--- src/rtl/divisor_seq.sv ---
// Sequential unsigned restoring divider: 2*TAM-bit dividend / TAM-bit divisor, one quotient bit per clock.
// Optional DIVISOR_ZERO_DET_EN: short-circuits D==0 to a flagged all-ones result without iterating.
module divisor_seq #(
    parameter int TAM = 8
) (
    input  logic             clk,
    input  logic             rst_n,
    input  logic             start,
    input  logic [2*TAM-1:0] N,
    input  logic [TAM-1:0]   D,
    output logic [2*TAM-1:0] Q,
    output logic [TAM-1:0]   R,
    output logic             busy,
    output logic             done,
    output logic             div0
);
    localparam int CNT_W = $clog2(2*TAM+1);
    localparam logic [CNT_W-1:0] LAST = CNT_W'(2*TAM);

    typedef enum logic [1:0] {IDLE, RUN, DONE} state_t;
    state_t state, state_nxt;

    logic [CNT_W-1:0] cnt;
    logic [2*TAM-1:0] dvd;     // dividend bits leave at the MSB, quotient bits enter at the LSB
    logic [TAM-1:0]   dsr;
    logic [TAM-1:0]   rem;
    logic [TAM:0]     rem_sh;  // the extra remainder bit only exists in this compare operand
    logic [TAM-1:0]   rem_nxt;
    logic             ge, accept, last_it, zero_hit, fin;
    logic [2*TAM-1:0] q_fin;
    logic [TAM-1:0]   r_fin;

    assign accept  = (state == IDLE) && start;
    assign last_it = (cnt == LAST);
    assign rem_sh  = {rem, dvd[2*TAM-1]};
    assign ge      = (rem_sh >= {1'b0, dsr});
    assign rem_nxt = ge ? TAM'(rem_sh - {1'b0, dsr}) : rem_sh[TAM-1:0];
    assign busy    = (state != IDLE);
    assign done    = (state == DONE);

`ifdef DIVISOR_ZERO_DET_EN
    logic zflag;

    always_ff @(posedge clk or negedge rst_n) begin
        if (!rst_n) begin
            zflag <= 1'b0;
            div0  <= 1'b0;
        end else begin
            if (accept)
                zflag <= (D == '0);
            if (fin)
                div0 <= zflag;
        end
    end

    assign zero_hit = zflag;
    assign q_fin    = zflag ? '1 : dvd;
    assign r_fin    = zflag ? dvd[TAM-1:0] : rem;
`else
    assign zero_hit = 1'b0;
    assign q_fin    = dvd;
    assign r_fin    = rem;
    assign div0     = 1'b0;
`endif

    always_comb begin
        state_nxt = state;
        fin       = 1'b0;
        case (state)
            IDLE: if (start) state_nxt = RUN;
            RUN: begin
                if (last_it || zero_hit) begin
                    fin       = 1'b1;
                    state_nxt = DONE;
                end
            end
            DONE:    state_nxt = IDLE;
            default: state_nxt = IDLE;
        endcase
    end

    always_ff @(posedge clk or negedge rst_n) begin
        if (!rst_n) begin
            state <= IDLE;
            cnt   <= '0;
            Q     <= '0;
            R     <= '0;
        end else begin
            state <= state_nxt;
            if (accept)
                cnt <= '0;
            else if (state == RUN && !last_it)
                cnt <= cnt + CNT_W'(1);
            if (fin) begin
                Q <= q_fin;
                R <= r_fin;
            end
        end
    end

    // Working datapath registers carry no reset; they are always loaded on an accepted start.
    always_ff @(posedge clk) begin
        if (accept) begin
            dvd <= N;
            dsr <= D;
            rem <= '0;
        end else if (state == RUN && !last_it) begin
            dvd <= {dvd[2*TAM-2:0], ge};
            rem <= rem_nxt;
        end
    end
endmodule
--- config.mk ---
export PLATFORM = sky130hd
export DESIGN_NAME = divisor_seq
export DESIGN_NICKNAME = d
export VERILOG_FILES = /design/src/rtl/divisor_seq.sv
export SDC_FILE = /design/constraint.sdc
export NUM_CORES = 1
export LEC_CHECK = 0
export CELL_PAD_IN_SITES_DETAIL_PLACEMENT = 1
export CELL_PAD_IN_SITES_GLOBAL_PLACEMENT = 2
export CORE_MARGIN = 5
export CORE_UTILIZATION = 30
export DETAILED_ROUTE_END_ITERATION = 10
export PLACE_DENSITY_LB_ADDON = 0.1
export REMOVE_ABC_BUFFERS = 1
export SETUP_SLACK_MARGIN = 0.3
export SLEW_MARGIN = 20
export SYNTH_ARGS = -nofsm -noshare
export SYNTH_HDL_FRONTEND = slang
export SYNTH_SLANG_ARGS = --single-unit
--- constraint.sdc ---
create_clock -name clk -period 2.2 [get_ports clk]
set_clock_uncertainty 0.2 [all_clocks]
set_input_delay 0.44 -clock clk [delete_from_list [all_inputs] [get_ports clk]]
set_output_delay 0.44 -clock clk [all_outputs]
set_load 0.02 [all_outputs]
## Word level (Yosys, flattened, before mapping)

Index checks and enable logic that the tools add are counted.

| word-level totals | value |
|---|---|
| latch bits | 0 |
| bits in read-only memories | 0 |
| bits in writable memories | 0 |
| memories | 0 |
| input bits | 27 |
| register bits after elaboration | 63 |

| operators by class | value |
|---|---|
| equal/unequal tests | 5 |
| $mul | 0 |
| bitwise operators | 0 |
| order comparisons | 1 |
| add/sub/neg operators | 2 |
| div/mod/pow operators | 0 |
| reduce and logical (&&, ||, !) cells | 7 |
| multiplexer cells | 10 |
| shift operators | 0 |

Operators with widths:

| kind | number |
|---|---|
| 16-bit 2-to-1 mux | 2 |
| 5-bit 2-to-1 mux | 2 |
| 9-bit by 8-bit greater-or-equal comparator with 1-bit output | 1 |
| 8-bit 2-to-1 mux | 1 |
| 8-bit subtractor | 1 |
| 5-bit by 1-bit adder with 5-bit output, second input constant | 1 |
| 5-bit == test, second input constant | 1 |
| 2-bit 2-to-1 mux | 2 |
| 2-bit inequality test, second input constant | 2 |
| 2-bit case mux with 2 select lines | 1 |
| 2-bit nonzero test | 2 |
| 2-bit by 1-bit == test with 1-bit output, second input constant | 1 |
| 2-bit == test, second input constant | 1 |
| 1-bit logical AND | 2 |
| 2-bit logical NOT | 1 |
| 1-bit 2-to-1 mux | 2 |
| 2-bit AND reduction | 1 |
| 1-bit logical NOT | 1 |

## Longest topological paths before layout

Gate-level depths: netlist (run 1).

| depth | value |
|---|---|
| word-level depth | 5 |
| gate-level depth with buffers | 9 |

## Least setup slack after synthesis (run 1)

Ideal clock, no wire load.

| path | value |
|---|---|
| path type | register to register |
| start point | register dsr[6] |
| end point | register dvd[0] (data pin) |
| buffers on the path | 2 |
| clock period less this slack | 2.178 ns |
| slack | 0.022 ns |
| cell stages (with the launch flop) | 9 |
| data arrival time | 1.718 ns |
| cell sequence | edfxtp_1 > inv_1 > ha_1 > buf_6 > a21o_1 > a221oi_2 > o21ai_2 > buf_6 > mux2_2 |

| between the ends | value |
|---|---|
| word-level cells in the longest chain between the ends | 3 |

RTL lines:

| what | RTL line | RTL |
|---|---|---|
| start: declaration | 25 | `logic [TAM-1:0] dsr;` |
| start signal: assignment | 105 | `dsr <= D;` |
| 9-bit by 8-bit greater-or-equal comparator with 1-bit output | 36 | `assign ge = (rem_sh >= {1'b0, dsr});` |
| 16-bit 2-to-1 mux | 107 | `end else if (state == RUN && !last_it) begin` |
| 16-bit 2-to-1 mux | 103 | `if (accept) begin` |
| end signal: assignment | 108 | `dvd <= {dvd[2*TAM-2:0], ge};` |
| end: declaration | 24 | `logic [2*TAM-1:0] dvd;` |

Every way passes these cells. The select of a mux whose other input is x is not followed.
A chain may end at the register's enable or synchronous reset.

## Worst setup path in the final report (run 1)

| path | value |
|---|---|
| start point | register dsr[6] |
| end point | register rem[1] (netlist: r_fin[1]) |

| between the ends | value |
|---|---|
| word-level cells in the longest chain between the ends | 2 |

RTL lines:

| what | RTL line | RTL |
|---|---|---|
| 9-bit by 8-bit greater-or-equal comparator with 1-bit output | 36 |  |
| 8-bit 2-to-1 mux | 37 | `assign rem_nxt = ge ? TAM'(rem_sh - {1'b0, dsr}) : rem_sh[TAM-1:0];` |
| end signal: assignment | 109 | `rem <= rem_nxt;` |
| end: declaration | 26 | `logic [TAM-1:0] rem;` |

Every way passes these cells.

==> flow_summary_export.csv, run 1 <==
group,metric,value,unit
outcome,status,"complete, no violations",
worst_setup_path,crit_path_end_kind,"flop",
global_route,grt_pass1_wl,12800,um
global_route,grt_pass1_vias,2515,
routing,num_vias,2258,
clocking,cts-root-buf,"clkbuf_8",
timing,hold_viol_final,0,
timing,fin_ws,0.126,ns
worst_setup_path,cp.arrival,2.11,ns
logic_synthesis,synth_edf_count,24,
routing,drtPass1Iterations,4,
clocking,cts_sinks,63,
clocking,clk_pin_slew,0.08,ns
routing,ant_nets,0,
global_route,grt_max_degree,32,
routing,vias_per_cell,4.51,
placed_design,io_buffers,52,
global_route,antenna_found_initial,0,
clocking,clock_latency,0.34,ns
logic_synthesis,ys.flop_type,"dfrtp_1",
worst_setup_path,crit_chain,"inv_2 -> ha_4 -> a21o_1 -> a221oi_4 -> o21ai_4 -> buf_6 -> mux2i_1 -> a22o_1",
floorplan,coreArea,0.00973,mm^2
clocking,h-tree-depth,3,
worst_setup_path,crit_fanout,3,
finish,drive_gt1_share,25.3,%
placed_design,dp_hpwl,5350,um
clocking,cts_tree,"yes",
floorplan,fp.dieH,109,um
worst_setup_path,max_stage_delay,0.40,ns
run,cap_viol_max_count,0,
timing,max_freq,482,MHz
logic_synthesis,avgSynthCellArea,10.7,um^2
routing,wl_per_cell,15.8,um
logic_synthesis,synth_fa_ha_area_share,4.89,%
routing,drt_wl_total,7900,um
placed_design,gp_congestion,0.708,
floorplan,start_util,30.5,%
floorplan,die-width,109,um
logic_synthesis,syn_area,0.00297,mm^2
timing,final.period_utilization,94.3,%
worst_hold_path,min_path_type,"flop to flop",
logic_synthesis,synth-seq-cells,63,
power_and_ir_drop,ir_drop,0.509,mV
finish,design_area,0.00422,mm^2
logic_synthesis,postSynth.asyncResetShare,49.2,%
clocking,clockBufferDepth,2,
clocking,cts_inserted_buffers,9,
logic_synthesis,synthSimpleGateAreaFrac,16.6,%
floorplan,num_rows,36,
worst_setup_path,worstSetupPathType,"flop to flop",
worst_setup_path,setup.worst_path.start_class,"flop",
timing,setup_viol,0,
finish,n_fill_cell,1088,
logic_synthesis,synth_xor_area_share,2.36,%
routing,drc,0,
timing,period_minus_slack,2.07,ns
power_and_ir_drop,leakage,1.93,nW
global_route,track_usage,14.2,%
worst_setup_path,crit_path_top_delay_cell,"edfxtp_1",
floorplan,io_pins,54,
placed_design,pre_cts_ws,-0.0157,ns
floorplan,die-area,0.0120,mm^2
logic_synthesis,seq_area_frac_synth,55.8,%
logic_synthesis,synth_compound_area_share,7.88,%
worst_setup_path,cp.required,2.23,ns
power_and_ir_drop,cellPowerDensity,1550,mW/mm^2
logic_synthesis,syn_inst,277,
logic_synthesis,synth_cell_type_count,43,
finish,syn2layout_area_growth,42.1,%
worst_setup_path,cp_top_family,"compound AO/OA/AOI/OAI gates",
logic_synthesis,synthMuxAreaShare,8.09,%
routing,drt_iter0_drc,33,
finish,antenna_cells,0,
timing,rsz0062_at_grt,"true",
global_route,grt_overflow,0,
timing,slew_viol_final,0,
placed_design,placed_area,0.00377,mm^2
timing,whs,0.269,ns
worst_setup_path,worst-path-buf-inv,2,
logic_synthesis,yosysWarnings,0,
finish,nets,401,
logic_synthesis,synth_top_family_by_area,"simple AND/OR/NAND/NOR gates",
-- where the power goes --
group | switching (mW) | internal, mW
Sequential | 0.309 | 1.84
Clock | 0.493 | 0.675
Combinational | 1.67 | 1.57
-- placed cells by master, fill, tap and decap left out, types with 3 or more instances in the layout --
master / n
a21o_1: 3
a21oi_1: 5
buf_12: 3
buf_4: 25
clkbuf_8: 10
clkdlybuf4s50_1: 25
clkinvlp_4: 4
dfrtp_1: 31
dfxtp_1: 6
dlygate4sd2_1: 25
edfxtp_1: 24
ha_1: 5
ha_4: 3
inv_1: 12
inv_2: 3
mux2_2: 16
mux2i_1: 5
nand2_1: 78
nand2b_1: 5
nor2_1: 10
nor2b_1: 3
o21ai_0: 8
o21ai_1: 3
xnor2_1: 3
xor2_1: 5
-- synth_stat cells (5+ instances only) --
cell type	n	area, um^2
nand2_1	79	297
nor2_1	10	37.5
ha_1	10	125
xor2_1	5	43.8
a21oi_1	7	35.0
dfxtp_1	8	160
edfxtp_1	24	721
inv_1	15	56.3
o21ai_0	11	55.1
dfrtp_1	31	776
mux2i_1	6	60.1
nand2b_1	6	37.5
mux2_2	16	180
-- worst register-to-register path: stages (launching register included) --
cell and delay, ns:
edfxtp_1 0.40, inv_2 0.08, ha_4 0.20, a21o_1 0.19, a221oi_4 0.33, o21ai_4 0.12
buf_6 0.15, mux2i_1 0.12, a22o_1 0.18
-- layout make-up --
class,instances,area (um^2),area share (%)
Multi-Input combinational cell,188,1310,31.0
Sequential cell,63,1660,39.3
Tap cell,133,166,3.95
Clock buffer,10,138,3.26
Timing Repair inverter,1,7.51,0.178
Clock inverter,6,92.6,2.20
Timing Repair Buffer,84,785,18.6
Inverter,16,63.8,1.51
-- cell families after synthesis --
kind of cell    after synthesis
xor+xnor                      8
compound gates               35
simple gates                111
flops                        63
buf+inv                      26
other cells                   1
mux                          22
fa+ha+maj                    11
-- repair_timing --
| action | in CTS | in global routing |
|---|---|---|
| endpoints found under the hold margin | 31 | 0 |
| pin swaps | 4 | 4 |
| hold buffers | 1 | 0 |
| setup buffers | 6 | 6 |
| cloned | 1 | 0 |
| setup endpoints to repair | 74 | 43 |
| resized for setup | 45 | 19 |
-- final timing paths --
path                        start        to  slack [ns]  cells after the start
setup / recovery           dsr[6]  r_fin[1]        0.13                      8
max in group asynchronous   rst_n      Q[0]        1.01                      3
hold reg to reg              R[4]      R[4]        0.27                      2
hold / removal               R[4]      R[4]        0.27                      2
min in group asynchronous   rst_n  state[1]        0.46                      3
setup reg to reg           dsr[6]  r_fin[1]        0.13                      8
-- state kept, by name, indices dropped and copies added (netlist names) --
name and flops:
cnt 5, dvd 16, dsr 8, Q 16, r_fin 8, R 8, state 2
-- through the flow --
stage | TNS, ns | utilization [%] | std cells | power (mW)
after floorplan | -10.57 | - | 267 | 3.87
after global placement | 0 | 38.7 | 471 | 5.12
after detailed placement | -0.0157 | 38.7 | 471 | 5.15
after CTS | 0 | 42.2 | 495 | 6.42
after global routing | 0 | 43.4 | 501 | 7.06
final | 0 | 43.4 | 501 | 6.56
-- routing by layer --
| layer | vias to the layer above | part of all wire (%) | track usage [%] |
|---|---|---|---|
| met3 | 5 | 2.8 | 2.82 |
| li1 | 1105 | - | - |
| met2 | 35 | 49 | 23.1 |
| met5 | - | 0 | 0 |
| met4 | 0 | 0.86 | 5.34 |
| met1 | 1113 | 48 | 18.6 |
No activity file was read; power rests on OpenSTA's default activity.
==> run 2: changes to the inputs <==
--- a/config.mk
+++ b/config.mk
@@ -9,11 +9,12 @@
 export CELL_PAD_IN_SITES_GLOBAL_PLACEMENT = 2
 export CORE_MARGIN = 5
 export CORE_UTILIZATION = 30
+export CTS_CLUSTER_SIZE = 10
 export DETAILED_ROUTE_END_ITERATION = 10
 export PLACE_DENSITY_LB_ADDON = 0.1
 export REMOVE_ABC_BUFFERS = 1
 export SETUP_SLACK_MARGIN = 0.3
-export SLEW_MARGIN = 20
+export SLEW_MARGIN = 10
 export SYNTH_ARGS = -nofsm -noshare
 export SYNTH_HDL_FRONTEND = slang
 export SYNTH_SLANG_ARGS = --single-unit
==> results of run 2 <==
Same layout as run 1: the final DEF is identical, and so are final timing and power.
==> run 3: changes to the inputs <==
--- a/config.mk
+++ b/config.mk
@@ -5,13 +5,14 @@
 export SDC_FILE = /design/constraint.sdc
 export NUM_CORES = 1
 export LEC_CHECK = 0
+export ABC_AREA = 1
 export CELL_PAD_IN_SITES_DETAIL_PLACEMENT = 1
 export CELL_PAD_IN_SITES_GLOBAL_PLACEMENT = 2
 export CORE_MARGIN = 5
-export CORE_UTILIZATION = 30
+export CORE_UTILIZATION = 28
 export CTS_CLUSTER_SIZE = 10
 export DETAILED_ROUTE_END_ITERATION = 10
-export PLACE_DENSITY_LB_ADDON = 0.1
+export PLACE_DENSITY_LB_ADDON = 0.3
 export REMOVE_ABC_BUFFERS = 1
 export SETUP_SLACK_MARGIN = 0.3
 export SLEW_MARGIN = 10
==> flow_summary_export.csv, run 3 <==
group,metric,value,unit
outcome,status,"complete, no violations",
clocking,clock_latency,0.34,ns
global_route,grt_pass1_vias,2713,
floorplan,coreArea,0.0107,mm^2
power_and_ir_drop,ir_drop,0.476,mV
placed_design,dp_hpwl,5680,um
worst_setup_path,setup.worst_path.start_class,"flop",
logic_synthesis,ys_top_cells_by_count,"nand2_1, inv_1, dfrtp_1",
run,cap_viol_max_count,0,
placed_design,io_buffers,52,
finish,largestRegisters,"Q (16), dvd (16)",
routing,drt_wl_total,7850,um
finish,antenna_cells,0,
logic_synthesis,synth_top_family_by_area,"simple AND/OR/NAND/NOR gates",
power_and_ir_drop,cellPowerDensity,1480,mW/mm^2
logic_synthesis,ys.flop_type,"dfrtp_1",
logic_synthesis,avgSynthCellArea,8.74,um^2
timing,rsz0062_at_grt,"true",
routing,drtPass1Iterations,4,
timing,period_minus_slack,1.83,ns
logic_synthesis,netlist.area_leader.share,25.4,%
finish,final_common_cell,"nand2_1",
logic_synthesis,postSynth.asyncResetShare,49.2,%
timing,hold_viol_final,0,
placed_design,pre_cts_ws,0.140,ns
timing,fin_ws,0.370,ns
logic_synthesis,synthSimpleGateAreaFrac,21.8,%
logic_synthesis,synth_cell_type_count,34,
timing,tns,0,ns
timing,slew_viol_final,0,
finish,multi_input_area,0.00124,mm^2
finish,syn2layout_area_growth,34.5,%
worst_setup_path,worstSetupPathType,"flop to flop",
clocking,h-tree-depth,3,
finish,final_cell_mix,"nand2_1, inv_1, dfrtp_1, clkdlybuf4s50_1, o21ai_0",
clocking,clk_pin_slew,0.08,ns
worst_setup_path,cp.required,2.05,ns
routing,drt_iter0_drc,51,
worst_setup_path,crit_path_end_kind,"flop",
clocking,cts-root-buf,"clkbuf_8",
worst_setup_path,crit_fanout,18,
logic_synthesis,synth_edf_count,24,
logic_synthesis,synth_top_area_cell,"dfrtp_1",
global_route,grt_pass1_wl,13200,um
logic_synthesis,syn_inst,349,
clocking,clockBufferDepth,2,
worst_hold_path,min_path_type,"flop to flop",
floorplan,io_pins,54,
finish,n_fill_cell,1298,
logic_synthesis,syn_area,0.00305,mm^2
routing,wl_per_cell,13.9,um
timing,max_freq,546,MHz
logic_synthesis,yosys-top-cells-area,"dfrtp_1, edfxtp_1, nand2_1",
timing,setup_viol,0,
worst_setup_path,cp.arrival,1.68,ns
timing,final.period_utilization,83.2,%
logic_synthesis,yosysMostFrequentCell,"nand2_1",
logic_synthesis,synth_fa_ha_area_share,4.76,%
floorplan,die-width,114,um
clocking,cts_tree,"yes",
routing,drc,0,
floorplan,start_util,28.4,%
clocking,cts_inserted_buffers,9,
floorplan,die-area,0.0131,mm^2
placed_design,gp_congestion,0.779,
logic_synthesis,yosysWarnings,0,
global_route,grt_max_degree,48,
clocking,hold_buffers,0,
finish,nets,459,
routing,ant_nets,0,
finish,drive_gt1_share,16.4,%
logic_synthesis,synthMuxAreaShare,0,%
logic_synthesis,seq_area_frac_synth,54.3,%
floorplan,fp.dieH,114,um
routing,vias_per_cell,4.40,
clocking,cts_sinks,63,
placed_design,dp_cells,541,
power_and_ir_drop,leakage,1.96,nW
global_route,antenna_found_initial,0,
finish,seq_area,0.00166,mm^2
logic_synthesis,synth_xor_area_share,0.861,%
global_route,grt_overflow,0,
global_route,track_usage,12.8,%
floorplan,num_rows,38,
finish,final_cells,566,
routing,num_vias,2491,
logic_synthesis,synth_compound_area_share,8.29,%
logic_synthesis,synth-seq-cells,63,
==> run 3: cell count changes in the layout (fill, tap and decap cells not counted), sizes merged, moves of 3 or more <==
cell / before / now
inv: 16 / 57
nand2b: 6 / 0
nand3: 2 / 27
nand2: 79 / 106
xor2: 5 / 2
buf: 33 / 19
mux2i: 6 / 0
o21ai: 12 / 42
nor2b: 3 / 0
a21o: 3 / 0
mux2: 16 / 0
==> run 3: logic make-up after synthesis <==
group                      count (synthesis)
other                                      1
buffers and inverters                     68
AOI/OAI and AO/OA                         49
xor gates and xnor gates                   3
adders and majority gates                 11
DFF                                       63
and+or+nand+nor                          154
==> run 3: metrics by stage <==
stage	hold slack, ns	utilization [%]	area, um^2	total power, mW
5_1_grt	0.285	38.2	4100	6.64
4_1_cts	0.269	36.5	3920	5.84
3_5_place_dp	0.257	34.9	3750	4.99
2_1_floorplan	-0.0556	-	2960	3.84
3_3_place_gp	0.257	34.9	3750	4.92
6_report	0.264	38.2	4100	6.06
==> run 3: worst paths after layout <==
kind	startpoint	end	slack (ns)	cells after the start
max	cnt[0]	dvd[7]	0.37	8
min	r_fin[7]	r_fin[7]	0.26	2
max reg2reg	cnt[0]	dvd[7]	0.37	8
max in group asynchronous	rst_n	Q[14]	1.20	2
min reg2reg	r_fin[7]	r_fin[7]	0.26	2
min in group asynchronous	rst_n	Q[4]	0.29	2
==> run 3: worst max-delay path, cell delays in order (launching register included) <==
cell and delay (ns):
dfrtp_1 0.36, inv_1 0.07, ha_1 0.19, nand2_1 0.06, inv_1 0.07, a21oi_4 0.27
nor2_4 0.05, inv_1 0.09, buf_12 0.17
==> run 3: area by class of cell <==
class	instances	share of cell area, %
tap	140	4.27
timing repair buffer	71	15.5
multi-input combinational	219	30.3
clock buffer	9	3.02
clock inverter	7	1.22
inverter	57	5.34
sequential	63	40.4
==> run 3: per-layer routing <==
metal | vias up | global-route usage [%] | wire length (um)
met5 | - | 0 | 0
met4 | 0 | 4.75 | 104
met1 | 1184 | 16.0 | 3620
met3 | 8 | 3.38 | 300
met2 | 42 | 21.2 | 3820
li1 | 1257 | - | -
==> run 3: repair_timing <==
action / 4_1_cts / 5_1_grt
endpoints found under the setup margin: 76 / 52
pin swaps: 0 / 5
resized for setup: 32 / 30
cloned: 0 / 1
setup buffers: 1 / 7
==> run 3: power by group <==
| group | switching [mW] | total (mW) | internal [mW] |
|---|---|---|---|
| Clock | 0.488 | 0.893 | 0.405 |
| Combinational | 1.82 | 3.07 | 1.25 |
| Sequential | 0.278 | 2.09 | 1.81 |
| Total | 2.59 | 6.06 | 3.47 |
